### src/rtl/lfsr_pkg.sv
// Shared constants for the LFSR subsystem (stream packer, AXI-Lite slave).
package lfsr_pkg;

  localparam int unsigned LFSR_DATA_W     = 8;
  localparam int unsigned LFSR_FIFO_DEPTH = 16;

  localparam logic [1:0] RESP_OKAY   = 2'b00;
  localparam logic [1:0] RESP_SLVERR = 2'b10;

  localparam int unsigned CTRL_EN_BIT   = 0;
  localparam int unsigned CTRL_LOAD_BIT = 1;

  typedef struct packed {
    logic [LFSR_DATA_W-1:0] data;
    logic                   last;
  } axis_beat_t;

endpackage

### src/rtl/lfsr_sync_fifo.sv
// First-word-fall-through synchronous FIFO; pointers carry an extra MSB
// so full and empty are distinguished without a separate counter.
module lfsr_sync_fifo
  import lfsr_pkg::*;
#(
  parameter int unsigned DATA_WIDTH = LFSR_DATA_W,
  parameter int unsigned FIFO_DEPTH = LFSR_FIFO_DEPTH
) (
  input  logic                          clk,
  input  logic                          rst,
  input  logic                          clr,
  input  logic                          push,
  input  logic                          pop,
  input  logic [DATA_WIDTH-1:0]         wdata,
  output logic [DATA_WIDTH-1:0]         rdata,
  output logic                          empty,
  output logic                          full,
  output logic [$clog2(FIFO_DEPTH):0]   level
);

  localparam int unsigned AW = $clog2(FIFO_DEPTH);

  logic [DATA_WIDTH-1:0] mem [FIFO_DEPTH];
  logic [AW:0]           wr_ptr;
  logic [AW:0]           rd_ptr;

  always_ff @(posedge clk) begin
    if (push && !clr) begin
      mem[wr_ptr[AW-1:0]] <= wdata;
    end
  end

  always_ff @(posedge clk or posedge rst) begin
    if (rst) begin
      wr_ptr <= '0;
      rd_ptr <= '0;
    end else if (clr) begin
      wr_ptr <= '0;
      rd_ptr <= '0;
    end else begin
      if (push) wr_ptr <= wr_ptr + (AW+1)'(1);
      if (pop)  rd_ptr <= rd_ptr + (AW+1)'(1);
    end
  end

  always_comb begin
    empty = (wr_ptr == rd_ptr);
    full  = (wr_ptr[AW] != rd_ptr[AW]) && (wr_ptr[AW-1:0] == rd_ptr[AW-1:0]);
    level = wr_ptr - rd_ptr;
    // Head is forced to zero when empty so tdata reads 0 out of reset.
    rdata = empty ? '0 : mem[rd_ptr[AW-1:0]];
  end

endmodule

### src/rtl/lfsr_stream_packer.sv
// Packs LFSR samples into an AXI-Stream with tlast every pkt_len beats.
// Optional drop counter output enabled by LFSR_STREAM_DROP_CNT_EN.
module lfsr_stream_packer
  import lfsr_pkg::*;
#(
  parameter int unsigned DATA_WIDTH = LFSR_DATA_W,
  parameter int unsigned FIFO_DEPTH = LFSR_FIFO_DEPTH,
  parameter int unsigned CNT_WIDTH  = 8
) (
  input  logic                          clk,
  input  logic                          rst,
  input  logic                          sample_en,
  input  logic [DATA_WIDTH-1:0]         lfsr_data,
  input  logic                          clr,
  input  logic [CNT_WIDTH-1:0]          pkt_len,
  output logic [DATA_WIDTH-1:0]         m_axis_tdata,
  output logic                          m_axis_tvalid,
  input  logic                          m_axis_tready,
  output logic                          m_axis_tlast,
  output logic [$clog2(FIFO_DEPTH):0]   fifo_level,
  output logic                          overflow
`ifdef LFSR_STREAM_DROP_CNT_EN
  ,
  output logic [15:0]                   drop_cnt
`endif
);

  logic                 empty;
  logic                 full;
  logic                 pop;
  logic                 push;
  logic                 drop;
  logic [CNT_WIDTH-1:0] beat_cnt;
  logic [CNT_WIDTH-1:0] len_q;
  logic [CNT_WIDTH-1:0] len_eff;

  lfsr_sync_fifo #(
    .DATA_WIDTH (DATA_WIDTH),
    .FIFO_DEPTH (FIFO_DEPTH)
  ) u_fifo (
    .clk   (clk),
    .rst   (rst),
    .clr   (clr),
    .push  (push),
    .pop   (pop),
    .wdata (lfsr_data),
    .rdata (m_axis_tdata),
    .empty (empty),
    .full  (full),
    .level (fifo_level)
  );

  always_comb begin
    m_axis_tvalid = ~empty;
    pop           = m_axis_tvalid & m_axis_tready;
    push          = sample_en & (~full | pop);
    drop          = sample_en & full & ~pop;
    len_eff       = (beat_cnt == '0) ? pkt_len : len_q;
    // Modulo subtraction makes pkt_len=0 mean a full 2**CNT_WIDTH packet.
    m_axis_tlast  = m_axis_tvalid & (beat_cnt == (len_eff - CNT_WIDTH'(1)));
  end

  always_ff @(posedge clk or posedge rst) begin
    if (rst) begin
      beat_cnt <= '0;
      len_q    <= '0;
      overflow <= 1'b0;
    end else if (clr) begin
      beat_cnt <= '0;
      len_q    <= '0;
      overflow <= 1'b0;
    end else begin
      if (pop) begin
        beat_cnt <= m_axis_tlast ? '0 : beat_cnt + CNT_WIDTH'(1);
        if (beat_cnt == '0) len_q <= pkt_len;
      end
      if (drop) overflow <= 1'b1;
    end
  end

`ifdef LFSR_STREAM_DROP_CNT_EN
  always_ff @(posedge clk or posedge rst) begin
    if (rst) begin
      drop_cnt <= '0;
    end else if (clr) begin
      drop_cnt <= '0;
    end else if (drop && (drop_cnt != '1)) begin
      drop_cnt <= drop_cnt + 16'd1;
    end
  end
`endif

endmodule

### config.mk
export PLATFORM = sky130hd
export DESIGN_NAME = lfsr_stream_packer
export DESIGN_NICKNAME = d
export VERILOG_FILES = /design/src/rtl/lfsr_pkg.sv /design/src/rtl/lfsr_sync_fifo.sv /design/src/rtl/lfsr_stream_packer.sv
export SDC_FILE = /design/constraint.sdc
export NUM_CORES = 1
export LEC_CHECK = 0
export ABC_CLOCK_PERIOD_IN_PS = 5540
export CAP_MARGIN = 40
export CORE_MARGIN = 2
export CORE_UTILIZATION = 62
export CTS_BUF_LIST = sky130_fd_sc_hd__clkbuf_8
export CTS_CLUSTER_SIZE = 20
export DETAILED_ROUTE_END_ITERATION = 8
export PLACE_DENSITY = 0.82
export SYNTH_ARGS = -nofsm -noshare
export SYNTH_HDL_FRONTEND = slang
export SYNTH_SLANG_ARGS = --single-unit
### constraint.sdc
create_clock -name clk -period 5.54 [get_ports clk]
set_input_delay 1.662 -clock clk [delete_from_list [all_inputs] [get_ports clk]]
set_output_delay 1.662 -clock clk [all_outputs]
set_load 0.02 [all_outputs]
Yosys cells after proc, flatten, opt, wreduce, memory -nomap -nowiden:

Memory sizes are Yosys's and may differ from the RTL's.
Index checks and enable logic that the tools add are counted.

* register bits: 27
* bits in writable memories: 128
* input port bits: 21
* output and inout bits: 16
* logic and storage cells: 46
* memories: 1

Memories
* u_fifo.mem: depth 16, bits a word 8, rd ports 1, clocked after memory_dff 0, wr ports 1, line lfsr_sync_fifo.sv:23 `logic [DATA_WIDTH-1:0] mem [FIFO_DEPTH];`

* add/subtract/negate cells: 5
* equal/unequal tests: 4
* multiplexer cells: 15
* bitwise operators: 9
* reductions and logical operators: 7

Operators by type and width (count)
* 8-bit 2-to-1 mux: 7
* 5-bit 2-to-1 mux: 4
* 5-bit by 1-bit adder with 5-bit output (second input constant): 2
* 8-bit by 1-bit adder with 8-bit output (second input constant): 1
* 8-bit == test: 1
* 8-bit logical NOT: 1
* 8-bit by 1-bit subtractor with 8-bit output (second input constant): 1
* 2-bit nonzero test: 3
* 1-bit AND: 5
* 5-bit == test: 1
* 5-bit subtractor: 1
* 4-bit == test: 1
* 1-bit 2-to-1 mux: 4
* 1-bit NOT: 3
* 1-bit logical AND: 2
* 1-bit logical NOT: 1
* 1-bit != test: 1
* 1-bit bitwise OR: 1

Logic depth before layout (Yosys ltp):

* word-level depth: 8
* depth in mapped cells: 18
* gate-level depth less buffers: 13

Hierarchy:

A second synthesis with hierarchy kept.

* cells, all modules: 472
* area, all modules: 7214.4 um^2

Modules (own cells, without submodules)
* lfsr_sync_fifo: times used 1, cells each 299, area each 5715.5 um^2, seq. area each 4093.9 um^2
* lfsr_stream_packer: times used 1, cells each 173, area each 1498.9 um^2, seq. area each 425.4 um^2

Least setup slack after synthesis:

OpenSTA, ideal clock, no wires.

* path kind: input to output
* start point: input pkt_len[0]
* end point: output m_axis_tlast
* arrival time: 3.190 ns
* data required time: 3.878 ns
* slack: 0.688 ns
* cell stages on the path: 10
* path buffers: 2
* cell sequence: mux2i_1 ha_1 buf_2 nand2_1 o211a_1 o41ai_1 nand4_1 a21oi_1 o2111a_1 buf_6

* longest elaborated chain between the ends: 4

Ends and longest elaborated chain
* from (decl): line lfsr_stream_packer.sv:15 `input logic [CNT_WIDTH-1:0] pkt_len,`
* 8-bit 2-to-1 mux
* 8-bit by 1-bit subtractor with 8-bit output: line lfsr_stream_packer.sv:60 `m_axis_tlast = m_axis_tvalid & (beat_cnt == (len_eff - CNT_WIDTH'(1)));`
* 8-bit == test: line lfsr_stream_packer.sv:60
* 1-bit AND: line lfsr_stream_packer.sv:60
* to (decl): line lfsr_stream_packer.sv:19 `output logic m_axis_tlast,`

Every way passes these cells.

Worst setup path in the final report:

* start point: input pkt_len[2]
* end point: output m_axis_tlast

The elaborated chain is that of the path after synthesis.

==> flow_summary.yaml <==
critical_path:
  critPathLaunch: "pkt_len[2]"
  cpMostUsedCell: "mux2i_1"
  cp_cell_sequence: "clkdlybuf4s50_1, buf_4, o21ba_2, mux2i_1, mux2i_1, a21oi_1, a311oi_1, o2111a_1, buf_6"
  endpoint_kind: "output pin"
  r2r-end: "u_fifo.mem[8][4]$_DFFE_PP_"
  cp.arrival_ns: 3.60
  r2r_slack_ns: 2.00
  crit_required_ns: 3.88
  worst-path-buf-inv: 3
  crit_family: "buffers and inverters"
  crit_fanout: 6
  cp.depth: 9
  critPathMaxStageDelay_ns: 0.63
  r2r_cells: 8
  critical_path_class: "in2out"
  cp-start-kind: "input port"
  r2r-start: "u_fifo.rd_ptr[2]$_DFFE_PP0P_"
  cp_slowest_cell: "clkdlybuf4s50_1"
sta:
  fin_crit_sh: 0.950
  timing.slew.headroom: 0.377
  clock_skew_ns: 0.0107
  tightest_slew_ns: 0.931
  finalMaxSlewViolations: 0
  min_period_ns: 5.26
  rsz0062_at_grt: "false"
  fin_setup_tns_ns: 0
  fmax_ghz: 0.190
  setup_viol: 0
  fin_ws_ns: 0.279
  hold_viol: 0
  hold_slack_ns: 0.526
finish:
  fin_nets: 535
  fin_area_um2: 8090
  syn2layout_area_growth_pct: 14.6
  fillers: 659
  final_cell_mix: "edfxtp_1, mux4_2, clkdlybuf4s50_1"
  drive_gt1_frac: 0.228
  n_antenna_cell: 0
  layout_commonest_cell: "edfxtp_1"
global_route:
  grt_pass1_wl_um: 23300
  grt_remaining_overflow: 0
  antenna_found_initial: 0
  track_usage: 0.255
  grt_start_max_net_pins: 37
  grt_pass1_vias: 4235
floorplan:
  rows: 38
  start_util: 0.643
  die_area_um2: 12300
  core-area_um2: 11000
  io_pins: 37
  dieWidth_um: 111
  die_height_um: 111
clock_network:
  clk_pin_slew_ns: 0.09
  clk_path_buf_depth: 2
  cts_root_buf: "clkbuf_8"
  tritoncts: "yes"
  cts_buffers: 17
  htreeDepth: 4
  hold_buffers: 0
  cts_sinks: 155
  clk_latency_ns: 0.45
yosys:
  avgSynthCellArea_um2: 15.7
  synth_compound_gate_area_share: 0.0475
  synth_xor_area_frac: 0.0348
  yosys.area_share.simple: 0.0858
  synthAdderAreaFrac: 0.0241
  synth_cells: 449
  synth_mux_area_frac: 0.139
  synth-async-reset-ratio: 0.174
  synth_seq_cells: 155
  yosysSeqAreaShare: 0.640
  ys_types: 52
  ys_warn_count: 0
  synth_top_family_by_area: "multiplexers"
  synth_edf_count: 128
  synth_area_um2: 7060
  syn-num-nets: 483
  ys.flop_type: "edfxtp_1"
place:
  place_ws_ns: -0.405
  place_congestion: 0.905
  dpl_cell_area_um2: 7640
  hpwl_um: 10100
  io_buffers: 36
min_path:
  hold_depth: 2
  min_path_type: "reg2reg"
  holdCritStartpoint: "overflow$_DFFE_PP0P_"
  min_to: "overflow$_DFFE_PP0P_"
run_status:
  outcome: "complete, no violations"
route:
  drt.antenna.violating_nets: 0
  routed_via_density: 6.26
  firstDrtPassIters: 5
  num_vias: 4093
  drt_iter0_markers: 365
  wirelength_um: 14900
  drc: 0
  wl_per_cell_um: 22.8
power_and_ir_drop:
  p_per_area_nw_per_um2: 349
  finalPower_mw: 2.82
  ir_worst_vdd_uv: 257
  p_leak_nw: 2.80
flow_run:
  cap_violations: 0
registers in the layout (all words and copies together) (netlist names):
register	count
u_fifo.wr_ptr	5
u_fifo.mem	128
beat_cnt	8
len_q	8
overflow	1
u_fifo.rd_ptr	5
how the worst max path moves through the flow:
stage,slack (ns),end
after global routing,0.13,m_axis_tlast
final,0.28,m_axis_tlast
after global placement,-0.31,m_axis_tlast
after detailed placement,-0.40,m_axis_tlast
after floorplan,0.69,m_axis_tlast
after CTS,0.003,m_axis_tlast
where the power goes:
| group | total, mW | internal, mW | switching (mW) |
|---|---|---|---|
| Combinational | 0.656 | 0.315 | 0.341 |
| Sequential | 1.31 | 1.28 | 0.0248 |
| Clock | 0.854 | 0.383 | 0.471 |
cell type report:
cell class | count | area (µm²) | area share
Sequential cell | 155 | 4520 | 0.559
Multi-Input combinational cell | 251 | 2370 | 0.293
Timing Repair Buffer | 59 | 559 | 0.0692
Clock buffer | 17 | 234 | 0.0289
Tap cell | 140 | 175 | 0.0217
Clock inverter | 15 | 166 | 0.0206
Inverter | 17 | 63.8 | 0.00789
tightest hold or removal path: stages (launching register included):
cell	delay (ns)
dfrtp_1	0.36
a21oi_1	0.05
nor2_1	0.09
synthesized netlist by cell type (2+ instances only):
cell | instances | area, µm²
mux4_2 | 40 | 901
buf_4 | 4 | 30.0
edfxtp_1 | 128 | 3840
o21ai_0 | 5 | 25.0
nor4_1 | 3 | 18.8
nor2_1 | 33 | 124
nor2b_1 | 12 | 75.1
buf_2 | 7 | 35.0
or3_1 | 2 | 12.5
a211oi_2 | 5 | 62.6
nor4_4 | 2 | 42.5
nand3_1 | 11 | 55.1
a21o_1 | 2 | 15.0
xnor2_1 | 17 | 149
inv_1 | 16 | 60.1
a21oi_1 | 18 | 90.1
nand2b_1 | 6 | 37.5
xor2_1 | 11 | 96.3
a31oi_1 | 2 | 12.5
mux2_2 | 2 | 22.5
nor3_1 | 6 | 30.0
dfrtp_1 | 27 | 676
nand4_1 | 8 | 50.1
nand2_1 | 26 | 97.6
mux2i_1 | 6 | 60.1
and3_1 | 2 | 12.5
ha_1 | 12 | 150
clkbuf_1 | 12 | 45.0
metal layers:
metal | part of all wire | vias to the layer above | GRT usage | wire length (µm)
met5 | 0 | - | 0 | 0
met4 | 0.020 | 0 | 0.0875 | 294
met3 | 0.065 | 28 | 0.0711 | 964
met2 | 0.52 | 160 | 0.420 | 7680
met1 | 0.40 | 2079 | 0.330 | 5950
li1 | - | 1826 | - | -
cells by family after synthesis:
| family | count (synthesis) |
|---|---|
| flops | 155 |
| buf+inv | 43 |
| xor+xnor | 28 |
| mux | 48 |
| fa+ha+maj | 13 |
| compound gates | 45 |
| simple gates | 117 |
stage by stage:
step                      utilization  std cells
after floorplan                     -        449
after global placement          0.693        619
after detailed placement        0.696        620
after CTS                       0.733        653
after global routing            0.736        654
final                           0.736        654
what timing repair did:
item                                    CTS  global route
buffers inserted                          1             1
pin swaps                                 1             5
resized for setup                         4            10
endpoints found under the hold margin     0             0
endpoints found under the setup margin    1             1
No activity file was read; power rests on OpenSTA's default activity.
